==> config.mk <==
export PLATFORM = sky130hd
export DESIGN_NAME = estagio_busca_if
export DESIGN_NICKNAME = d
export VERILOG_FILES = /design/src/rtl/estagio_busca_if.sv
export SDC_FILE = /design/constraint.sdc
export NUM_CORES = 1
export LEC_CHECK = 0
export CAP_MARGIN = 15
export CORE_ASPECT_RATIO = 0.7
export CORE_MARGIN = 2
export CORE_UTILIZATION = 40
export DETAILED_ROUTE_END_ITERATION = 12
export GPL_TIMING_DRIVEN = 1
export PLACE_DENSITY_LB_ADDON = 0.2
export SYNTH_ARGS = -nofsm -noshare
export SYNTH_HDL_FRONTEND = slang
export SYNTH_SLANG_ARGS = --single-unit
export TNS_END_PERCENT = 30
==> constraint.sdc <==
create_clock -name clock -period 2.8 [get_ports clock]
set_input_delay 0.56 -clock clock [delete_from_list [all_inputs] [get_ports clock]]
set_output_delay 0.56 -clock clock [all_outputs]
set_load 0.03 [all_outputs]
==> src/rtl/estagio_busca_if.sv <==
`default_nettype none
// +--------------------------------------------------------------------------+
// | estagio_busca_if : MIPS IF stage (PC, req/ack fetch, stall, redirect)     |
// | Optional IF_ALINHAMENTO_EN: misaligned redirect halts stage.  Rev 1.0     |
// +--------------------------------------------------------------------------+
module estagio_busca_if #(
  parameter logic [31:0] PC_INICIAL = 32'h0000_0000,
  parameter logic [31:0] NOP        = 32'h0000_0000
) (
  input  logic        clock,
  input  logic        reset,
  input  logic        stall,
  input  logic        desvio,
  input  logic [31:0] enderecoDesvio,
  output logic        memReq,
  output logic [31:0] memEndereco,
  input  logic        memAck,
  input  logic [31:0] memDado,
  output logic [31:0] instrucaoOut,
  output logic [31:0] pcSomadoOut,
  output logic        validoOut,
  output logic [31:0] pcAtual
`ifdef IF_ALINHAMENTO_EN
  ,
  output logic        erroAlinhamento
`endif
);

`ifdef IF_ALINHAMENTO_EN
  typedef enum logic [2:0] {
    OCIOSO = 3'd0, BUSCA = 3'd1, SEGURA = 3'd2, DESCARTE = 3'd3, PARADO = 3'd4
  } estado_t;
`else
  typedef enum logic [1:0] {
    OCIOSO = 2'd0, BUSCA = 2'd1, SEGURA = 2'd2, DESCARTE = 2'd3
  } estado_t;
`endif

  estado_t     estado_q;
  logic [31:0] pc_q;
  logic [31:0] instr_q;
  logic [31:0] pc_somado_q;
  logic [31:0] alvo_q;
  logic        valido_q;
  logic [31:0] pc_mais4;
  logic [31:0] alvo_alinhado;
  logic        pendente;
  logic        ativo;

  assign pc_mais4     = pc_q + 32'd4;
  assign memReq       = (estado_q == BUSCA) || (estado_q == DESCARTE);
  assign memEndereco  = pc_q;
  assign pcAtual      = pc_q;
  assign instrucaoOut = instr_q;
  assign pcSomadoOut  = pc_somado_q;
  assign validoOut    = valido_q;
  // A request still waiting for its ack cannot be withdrawn on redirect.
  assign pendente     = memReq & ~memAck;

`ifdef IF_ALINHAMENTO_EN
  logic erro_q;
  logic desalinhado;
  assign alvo_alinhado   = enderecoDesvio;
  assign desalinhado     = |enderecoDesvio[1:0];
  assign ativo           = (estado_q != PARADO);
  assign erroAlinhamento = erro_q;
`else
  logic unused_lsb;
  assign alvo_alinhado = {enderecoDesvio[31:2], 2'b00};
  assign unused_lsb    = ^enderecoDesvio[1:0];
  assign ativo         = 1'b1;
`endif

  always_ff @(posedge clock) begin
    if (!reset) begin
      estado_q    <= OCIOSO;
      pc_q        <= PC_INICIAL;
      instr_q     <= NOP;
      pc_somado_q <= 32'h0;
      alvo_q      <= 32'h0;
      valido_q    <= 1'b0;
`ifdef IF_ALINHAMENTO_EN
      erro_q      <= 1'b0;
`endif
    end else if (desvio && ativo) begin
      valido_q <= 1'b0;
      instr_q  <= NOP;
`ifdef IF_ALINHAMENTO_EN
      if (desalinhado) begin
        erro_q   <= 1'b1;
        estado_q <= PARADO;
      end else
`endif
      if (pendente) begin
        alvo_q   <= alvo_alinhado;
        estado_q <= DESCARTE;
      end else begin
        pc_q     <= alvo_alinhado;
        estado_q <= BUSCA;
      end
    end else begin
      case (estado_q)
        OCIOSO: estado_q <= BUSCA;
        BUSCA: begin
          if (memAck) begin
            // Occupied, stalled slot: drop the word and refetch the same PC later.
            if (valido_q && stall) begin
              estado_q <= SEGURA;
            end else begin
              instr_q     <= memDado;
              pc_somado_q <= pc_mais4;
              pc_q        <= pc_mais4;
              valido_q    <= 1'b1;
              estado_q    <= stall ? SEGURA : BUSCA;
            end
          end else if (valido_q && !stall) begin
            valido_q <= 1'b0;
            instr_q  <= NOP;
          end
        end
        SEGURA: begin
          if (!stall) begin
            valido_q <= 1'b0;
            instr_q  <= NOP;
            estado_q <= BUSCA;
          end
        end
        DESCARTE: begin
          if (memAck) begin
            pc_q     <= alvo_q;
            estado_q <= BUSCA;
          end
        end
        default: ;
      endcase
    end
  end

endmodule
`default_nettype wire

After elaboration in Yosys (flattened, before gate mapping)
Index checks and enable logic that the tools add are counted.
Widths: inputs -> output; s select.
Storage, ports and cells
  register bits: 129
  output and inout port bits: 130
Operators by class
  reductions and logical operators: 13
  multiplexer cells: 24
  bitwise gates (word level): 5
  add/subtract/negate cells: 1
  eq/ne operators: 11
Operators by type and width (count)
  $mux 32: 9
  $pmux 32 s2: 2
  $add 32x3->32 const B: 1
  $ne 3x3->1 const B: 5
  $mux 2: 7
  $pmux 2 s4: 1
  $reduce_and 4->1: 2
  $reduce_and 5->1: 1
  $eq 2x2->1 const B: 2
  $mux 1: 4
  $ne 2x2->1 const B: 2
  $not 1->1: 4
  $ne 3x2->1 const B: 1
  $reduce_and 3->1: 1
  $reduce_bool 3->1: 1
  $eq 2x1->1 const B: 1
  $logic_and 1x1->1: 2
  $logic_not 2->1: 1
  $pmux 1 s2: 1
  $reduce_and 2->1: 1
  $reduce_bool 2->1: 1
  $reduce_or 2->1: 1
  $and 1x1->1: 1
  $logic_not 1->1: 1
  $logic_or 1x1->1: 1

Depth between registers and ports, before layout
Gate-level depths: netlist (run 1).
  depth in word-level cells: 5
  depth in mapped cells: 10
  gate-level depth less buffers: 8

Worst setup path after synthesis (run 1)
Ideal clock, no wire load.
  path kind: reg2reg
  start: register pc_q[2] (netlist: memEndereco[2])
  end: register pc_q[24] (netlist: memEndereco[24])
  arrival time: 2361 ps
  period minus slack after synthesis: 2419 ps
  stages on the path, launching flop included: 7
  path buffers: 0
  library setup time: 58 ps
  path slack: 381 ps
  cells stage by stage: dfxtp_1 > ha_1 > nand3_1 > or4_4 > or4_1 > a21oi_1 > o21a_1
On the way
  cells in the longest elaborated chain, start to end: 5
Ends and longest elaborated chain
  start: declaration: RTL line 40  | logic [31:0] pc_q;
  start signal: assignment: RTL line 98  | pc_q <= alvo_alinhado;
  start signal: assignment: RTL line 112  | pc_q <= pc_mais4;
  start signal: assignment: RTL line 130  | pc_q <= alvo_q;
  $add 32x3->32: RTL line 50  | assign pc_mais4 = pc_q + 32'd4;
  $mux 32: RTL line 107  | if (valido_q && stall) begin
  $mux 32: RTL line 105  | if (memAck) begin
  $pmux 32 s2: RTL line 102  | case (estado_q)
  $mux 32: RTL line 85  | end else if (desvio && ativo) begin
No other way between the ends. The select of a mux whose other input is x is not followed.
A chain may end at the register's enable or synchronous reset.

Final worst setup path (run 1)
  start: register estado_q[1]
  end: output port memReq
On the way
  cells in the longest elaborated chain, start to end: 2
Ends and longest elaborated chain
  start: declaration: RTL line 39  | estado_t estado_q;
  start signal: assignment: RTL line 114  | estado_q <= stall ? SEGURA : BUSCA;
  $eq 2x1->1 or $eq 2x2->1 (tied branches): RTL line 51  | assign memReq = (estado_q == BUSCA) || (estado_q == DESCARTE);
  $logic_or 1x1->1 *: RTL line 51
  end: declaration: RTL line 15  | output logic memReq,
Every way passes the cells marked *; elsewhere a longest branch is shown, timed or not.

==> results of run 1 <==
[state kept, by name, indices dropped and copies added (netlist names)]
name	count
pcSomadoOut	30
alvo_q	30
memEndereco	30
validoOut	1
estado_q	2
instrucaoOut	32
[cells by family (layout without fill, tap and decap cells)]
| kind of cell | Yosys count | count (layout) | share of synthesized area [%] |
|---|---|---|---|
| simple gates | 285 | 285 | 22.1 |
| compound gates | 227 | 227 | 22.9 |
| flops | 125 | 125 | 40.3 |
| buf+inv | 104 | 262 | 8.85 |
| xor+xnor | 25 | 25 | 3.53 |
| mux | 9 | 9 | 1.47 |
| fa+ha+maj | 4 | 4 | 0.806 |
| other cells | 1 | 6 | 0.0604 |
[synthesized netlist by cell type, drive strengths merged, types with 4 or more instances]
master  count
inv         8
ha          4
nor4        9
nand2     116
o21a        4
xnor2      11
o22ai       8
a31oi       7
o21ai      49
nand4      13
o31a        5
nand3      16
mux2i       8
xor2       14
a21oi      74
clkbuf     48
or4         5
a211oi     20
dfxtp     125
nor3       10
nor2       79
buf        46
and3       15
nand2b      5
and4        6
a22oi      33
[per-stage QoR]
step | power, W | worst slack, ns | area (um2) | utilization [%]
CTS | 0.00532 | 0.154 | 8760 | 57.1
global route | 0.00550 | 0.0829 | 8760 | 57.1
floorplan | 0.00260 | 0.381 | 6230 | -
finish | 0.00530 | 0.156 | 8760 | 57.1
global placement | 0.00302 | 0.410 | 8140 | 53.0
detailed placement | 0.00303 | 0.382 | 8140 | 53.0
[worst paths after layout]
path	startpoint	endpoint	slack, ns	depth (start not counted)
worst max-delay path	estado_q[1]	memReq	0.16	4
worst min-delay path	alvo_q[12]	alvo_q[12]	0.45	2
worst max register to register	memEndereco[11]	pcSomadoOut[31]	0.41	5
worst min register to register	alvo_q[12]	alvo_q[12]	0.45	2
[per-layer routing]
| metal | vias up | track usage (%) | wire length, um |
|---|---|---|---|
| met4 | 0 | 6.88 | 169 |
| met2 | 296 | 30.8 | 7760 |
| li1 | 3035 | - | - |
| met5 | - | 0 | 0 |
| met3 | 14 | 7.25 | 2250 |
| met1 | 2772 | 36.4 | 9810 |
[area by class of cell]
type                    count  area, um2
flip-flops and latches    125       2500
inverters                  10       37.5
clock buffers              20        457
well taps                 200        250
clock inverters            12        161
fillers                  1406       6600
repair buffers            220       2160
multi-input cells         556       3190
[worst register-to-register path: cells and delay by family, from the launching register on]
kind / cells / cell delay (ns)
simple gates: 3 / 1.33
flops: 1 / 0.53
xor+xnor: 1 / 0.29
compound gates: 1 / 0.13
[power by group]
| group | internal, W | switching, W | leakage, nW | total, W |
|---|---|---|---|---|
| Sequential | 0.00187 | 0.000102 | 1.02 | 0.00197 |
| Combinational | 0.000426 | 0.000608 | 1.82 | 0.00103 |
| Clock | 0.00145 | 0.000845 | 0.293 | 0.00230 |
==> metrics.yaml, run 1 <==
tightest_slew_ns: 0.614
cts_tree: "done"
track_usage_pct: 23.6
clock.fmax_mhz: 378
num_rows: 38
numCtsBuffers: 17
end_kind: "output pin"
initial_utilization_pct: 40.4
start_kind: "flop"
drc: 0
hold_ws_ns: 0.452
criticalPathCategory: "flop to output pin"
maxSlewViolCount: 0
ys_ff_latch: 125
clockBufferDepth: 2
die_w_um: 153
final_common_cell: "clkdlybuf4s50_1"
firstDrtPassIters: 6
status: "complete, no violations"
synth_top_area_share_pct: 40.3
grt_first_pass_wirelength_um: 30500
yosys_most_used_dff: "dfxtp_1"
drt_wl_total_um: 20000
rsz0062_at_grt: "no"
grt_overflow: 0
ctsResizeCount: 0
setup_violations: 0
syn_avg_cell_area_um2: 7.96
gp_congestion: 0.904
post-dp-hpwl_um: 14200
drtIter0Drc: 673
synth_area_leaders: "dfxtp_1 (40%), nand2_1 (7.0%), a21oi_1 (6.0%), nor2_1 (4.8%), buf_4 (4.7%)"
p_leak_nw: 3.13
hold_buffers: 0
crit_buf_inv: 2
hold_path_class: "flop to flop"
worstSkewPairLatency_ns: 0.42
ys_seq_area_share_pct: 40.3
detail_route.wl_per_cell_um: 17.5
antenna_found_initial: 0
grt_max_degree: 53
die_h_um: 108
synth_edf_count: 0
cts_num_sinks: 125
io_buffers: 190
numPlacedInstances: 1111
io_pins: 199
final_cell_mix: "clkdlybuf4s50_1 (189), dfxtp_1 (125), nand2_1 (116)"
syn2layout_area_growth_pct: 41.2
ant_nets: 0
core_mm2: 0.0154
clk_pin_slew_ns: 0.06
grt_pass1_vias: 5403
fp.dieArea_mm2: 0.0165
max_slew_margin_pct: 58.7
critPathMaxStageDelay_ns: 0.68
cts-htree-levels: 4
cts_root_buf: "clkbuf_16"
stdcell_count: 1143
syn_area_mm2: 0.00621
min_period_ns: 2.64
drv_cap: 0
ys_async_sr_fraction_pct: 0
n_antenna_cell: 0
cp.required_ns: 2.24
skew_ns: 0.0115
postCtsSetupRepairBufs: 0
power_density_mw_per_mm2: 605
cp_top_family: "buffers and inverters"
nets: 1003
hold_violations: 0
timing.final.crit_share_pct: 94.4
vias_per_cell: 5.35
netlist_instances: 780
yosysTopAreaCell: "dfxtp_1"
crit_fanout: 6
cp_slowest_cell: "clkdlybuf4s50_1"
vdd_ir_drop_max_uv: 375
tns_ns: 0
yosys_warnings: 0
drive_gt1_share_pct: 8.48
arrival_ns: 2.08
synth_cell_types: 63
num_vias: 6117
cp_cell_sequence: "ha_1 -> nor2_1 -> inv_1 -> clkdlybuf4s50_1"
Note: power is estimated with default switching activity, not from simulation.
==> inputs of run 2 (changes only) <==
--- a/config.mk
+++ b/config.mk
@@ -15,4 +15,4 @@
 export SYNTH_ARGS = -nofsm -noshare
 export SYNTH_HDL_FRONTEND = slang
 export SYNTH_SLANG_ARGS = --single-unit
-export TNS_END_PERCENT = 30
+export TNS_END_PERCENT = 10
==> results of run 2 <==
The final DEF is identical to that of run 1; final timing and power are the same.
==> inputs of run 3 (changes only) <==
--- a/config.mk
+++ b/config.mk
@@ -5,6 +5,7 @@
 export SDC_FILE = /design/constraint.sdc
 export NUM_CORES = 1
 export LEC_CHECK = 0
+export ABC_AREA = 1
 export CAP_MARGIN = 15
 export CORE_ASPECT_RATIO = 0.7
 export CORE_MARGIN = 2
==> run 3 against run 2 <==
Non-clock buffer count is 16 lower. Sequential share of layout area is 0.30 points higher. Largest power group unchanged. Critical path depth is 1 higher. Setup slack better by 0.11 ns. Global-route usage is 0.58 points lower. Combinational power is 18% higher. Design area is 1.0% lower. Hold slack better by 0.0037 ns. Clock skew is 0.0033 ns lower. Wire length is 2.3% lower. Final cell count is 10% higher. Core utilization is 0.93 points lower.
==> metrics.yaml, run 3 <==
cts_tree: "done"
fp.dieArea_mm2: 0.0168  # +1.4%
drv_cap: 0  # unchanged
postCtsSetupRepairBufs: 0  # unchanged
ctsResizeCount: 0  # unchanged
num_rows: 38  # unchanged
numPlacedInstances: 1226  # +10%
syn2layout_area_growth_pct: 37.8
syn_avg_cell_area_um2: 6.94  # -13%
cts_num_sinks: 125  # unchanged
cts-htree-levels: 4  # unchanged
stdcell_count: 1258  # +10%
ys_seq_area_share_pct: 39.8  # -0.56 points
end_kind: "output pin"
grt_overflow: 0  # unchanged
tightest_slew_ns: 0.718  # +0.104 ns
vias_per_cell: 5.09  # -4.9%
die_h_um: 109  # +0.67%
timing.final.crit_share_pct: 90.5  # -3.9 points
yosys_most_used_dff: "dfxtp_1"
die_w_um: 154  # +0.68%
synth_cell_types: 31  # -51%
p_int_w: 0.00379  # +1.1%
ys_ff_latch: 125  # unchanged
min_period_ns: 2.53  # -0.110 ns
io_pins: 199  # unchanged
yosys-top-cells-count: "nand2_1 (211), a21oi_1 (125), dfxtp_1 (125)"
core_mm2: 0.0155  # +0.62%
sw_frac_of_total_pct: 30.9  # +1.6 points
yosysMostFrequentCell: "nand2_1"
hold_path_class: "flop to flop"
detail_route.wl_per_cell_um: 15.5  # -11%
grt_pass1_vias: 5916  # +9.5%
fin_util_pct: 56.1  # -0.93 points
drt_wl_total_um: 19500  # -2.3%
power_density_mw_per_mm2: 632  # +4.4%
yosysTopAreaCell: "dfxtp_1"
switching_power_w: 0.00169  # +8.8%
n_antenna_cell: 0  # unchanged
numCtsBuffers: 17  # unchanged
final_common_cell: "nand2_1"
grt_first_pass_wirelength_um: 30500  # -0.27%
netlist_instances: 907  # +16%
yosys_warnings: 0  # unchanged
ys_async_sr_fraction_pct: 0  # unchanged
gp_congestion: 0.859  # -5.0%
drive_gt1_share_pct: 7.66  # -0.83 points
status: "complete, no violations"
synth_edf_count: 0  # unchanged
comb_power_share_pct: 22.3  # +2.8 points
clk_pin_slew_ns: 0.06  # about the same
start_kind: "flop"
nets: 1118  # +11%
setup_violations: 0  # unchanged
skew_ns: 0.00823  # -0.00326 ns
tns_ns: 0  # unchanged
hold_violations: 0  # unchanged
worstSkewPairLatency_ns: 0.42  # about the same
synth_area_leaders: "dfxtp_1 (40%), nand2_1 (13%), a21oi_1 (9.9%), nand3_1 (6.0%), buf_4 (4.7%)"
clockBufferDepth: 2  # unchanged
finalPower_w: 0.00548  # +3.4%
drtIter0Drc: 492  # -27%
initial_utilization_pct: 40.7  # +0.32 points
track_usage_pct: 23.0  # -0.58 points
largest_register_ffs: 32  # unchanged
vdd_ir_drop_max_uv: 407  # +8.5%
crit_fanout: 4  # -2
p_leak_nw: 3.40  # +8.7%
maxSlewViolCount: 0  # unchanged
seqPwrFrac_pct: 37.0  # about the same
arrival_ns: 1.97  # -0.11 ns
ant_nets: 0  # unchanged
num_vias: 6404  # +4.7%
synth_top_area_share_pct: 39.8  # -0.56 points
drc: 0  # unchanged
antenna_found_initial: 0  # unchanged
p_clk_share_pct: 40.7  # -2.7 points
io_buffers: 190  # unchanged
firstDrtPassIters: 5  # -1
syn_area_mm2: 0.00629  # +1.4%
fillers: 1478  # +5.1%
cts_root_buf: "clkbuf_16"
post-dp-hpwl_um: 13500  # -4.9%
cp.required_ns: 2.24  # about the same
final_cell_mix: "nand2_1 (211), clkdlybuf4s50_1 (189), a21oi_1 (125), dfxtp_1 (125), nand3_1 (76)"
hold_ws_ns: 0.455  # +0.00370 ns
hold_buffers: 0  # unchanged
grt_max_degree: 54  # +1.9%
max_slew_margin_pct: 52.0  # -6.6 points
rsz0062_at_grt: "no"
criticalPathCategory: "flop to output pin"
clock.fmax_mhz: 395  # +4.4%
-- run 3: cell types whose count changed after synthesis, sizes merged, moves of 13 or more --
cell / previous run / this run
nand3: 16 / 76
o211ai: 3 / 18
and3: 15 / 0
inv: 8 / 70
a21oi: 74 / 126
clkbuf: 48 / 29
nand4: 13 / 0
nand2: 116 / 216
a211oi: 20 / 7
a22oi: 33 / 0
buf: 46 / 61
-- run 3: area by class of cell --
type	instances	area, um2	area share, %
clock buffer	21	450	5.19
clock inverter	11	143	1.64
inverter	70	263	3.03
multi-input combinational	627	3050	35.2
sequential	125	2500	28.9
tap	200	250	2.89
timing repair buffer	204	2010	23.2
-- run 3: path summary, 6_finish.rpt --
check              startpoint        endpoint  slack (ns)  depth (start not counted)
setup / recovery  estado_q[1]          memReq        0.27                          5
setup reg to reg  estado_q[1]  memEndereco[4]        0.74                          9
hold / removal      alvo_q[8]       alvo_q[8]        0.46                          2
hold reg to reg     alvo_q[8]       alvo_q[8]        0.46                          2
-- run 3: power by group through the flow --
stage                     sequential [W]  clock [W]  combinational (W)
after detailed placement         0.00206          0            0.00122
after floorplan                  0.00219          0           0.000631
after global routing             0.00204    0.00235            0.00132
after global placement           0.00206          0            0.00121
after CTS                        0.00202    0.00227            0.00123
final                            0.00203    0.00223            0.00122
-- run 3: metrics by stage --
stage               area (um2)  setup WS [ns]
global placement          8080          0.507
global route              8670          0.193
finish                    8670          0.266
detailed placement        8080          0.470
floorplan                 6310           1.06
CTS                       8670          0.266
-- run 3: cell families (layout without fill, tap and decap cells) --
logic type,after synthesis,in the layout,synth area share (%)
AND/OR/NAND/NOR,391,391,27.2
XOR/XNOR,13,13,1.81
AO/OA/AOI/OAI,213,213,18.1
buffers and inverters,160,306,12.2
flip-flops,125,125,39.8
adder cells (fa/ha/maj),4,4,0.795
other,1,6,0.0596
-- run 3: metal layers --
| layer | global-route usage (%) | vias up | part of all wire, % |
|---|---|---|---|
| met3 | 6.00 | 17 | 6.9 |
| met1 | 31.9 | 2968 | 47 |
| met2 | 36.0 | 222 | 45 |
| li1 | - | 3197 | - |
| met5 | 0 | - | 0 |
| met4 | 6.01 | 0 | 1.2 |
-- run 3: critical path, cell delays in order, from the launching register on --
cell and delay [ns]:
dfxtp_1 0.37, inv_1 0.06, ha_1 0.24, nor2_2 0.19, inv_1 0.09, clkdlybuf4s50_1 0.60
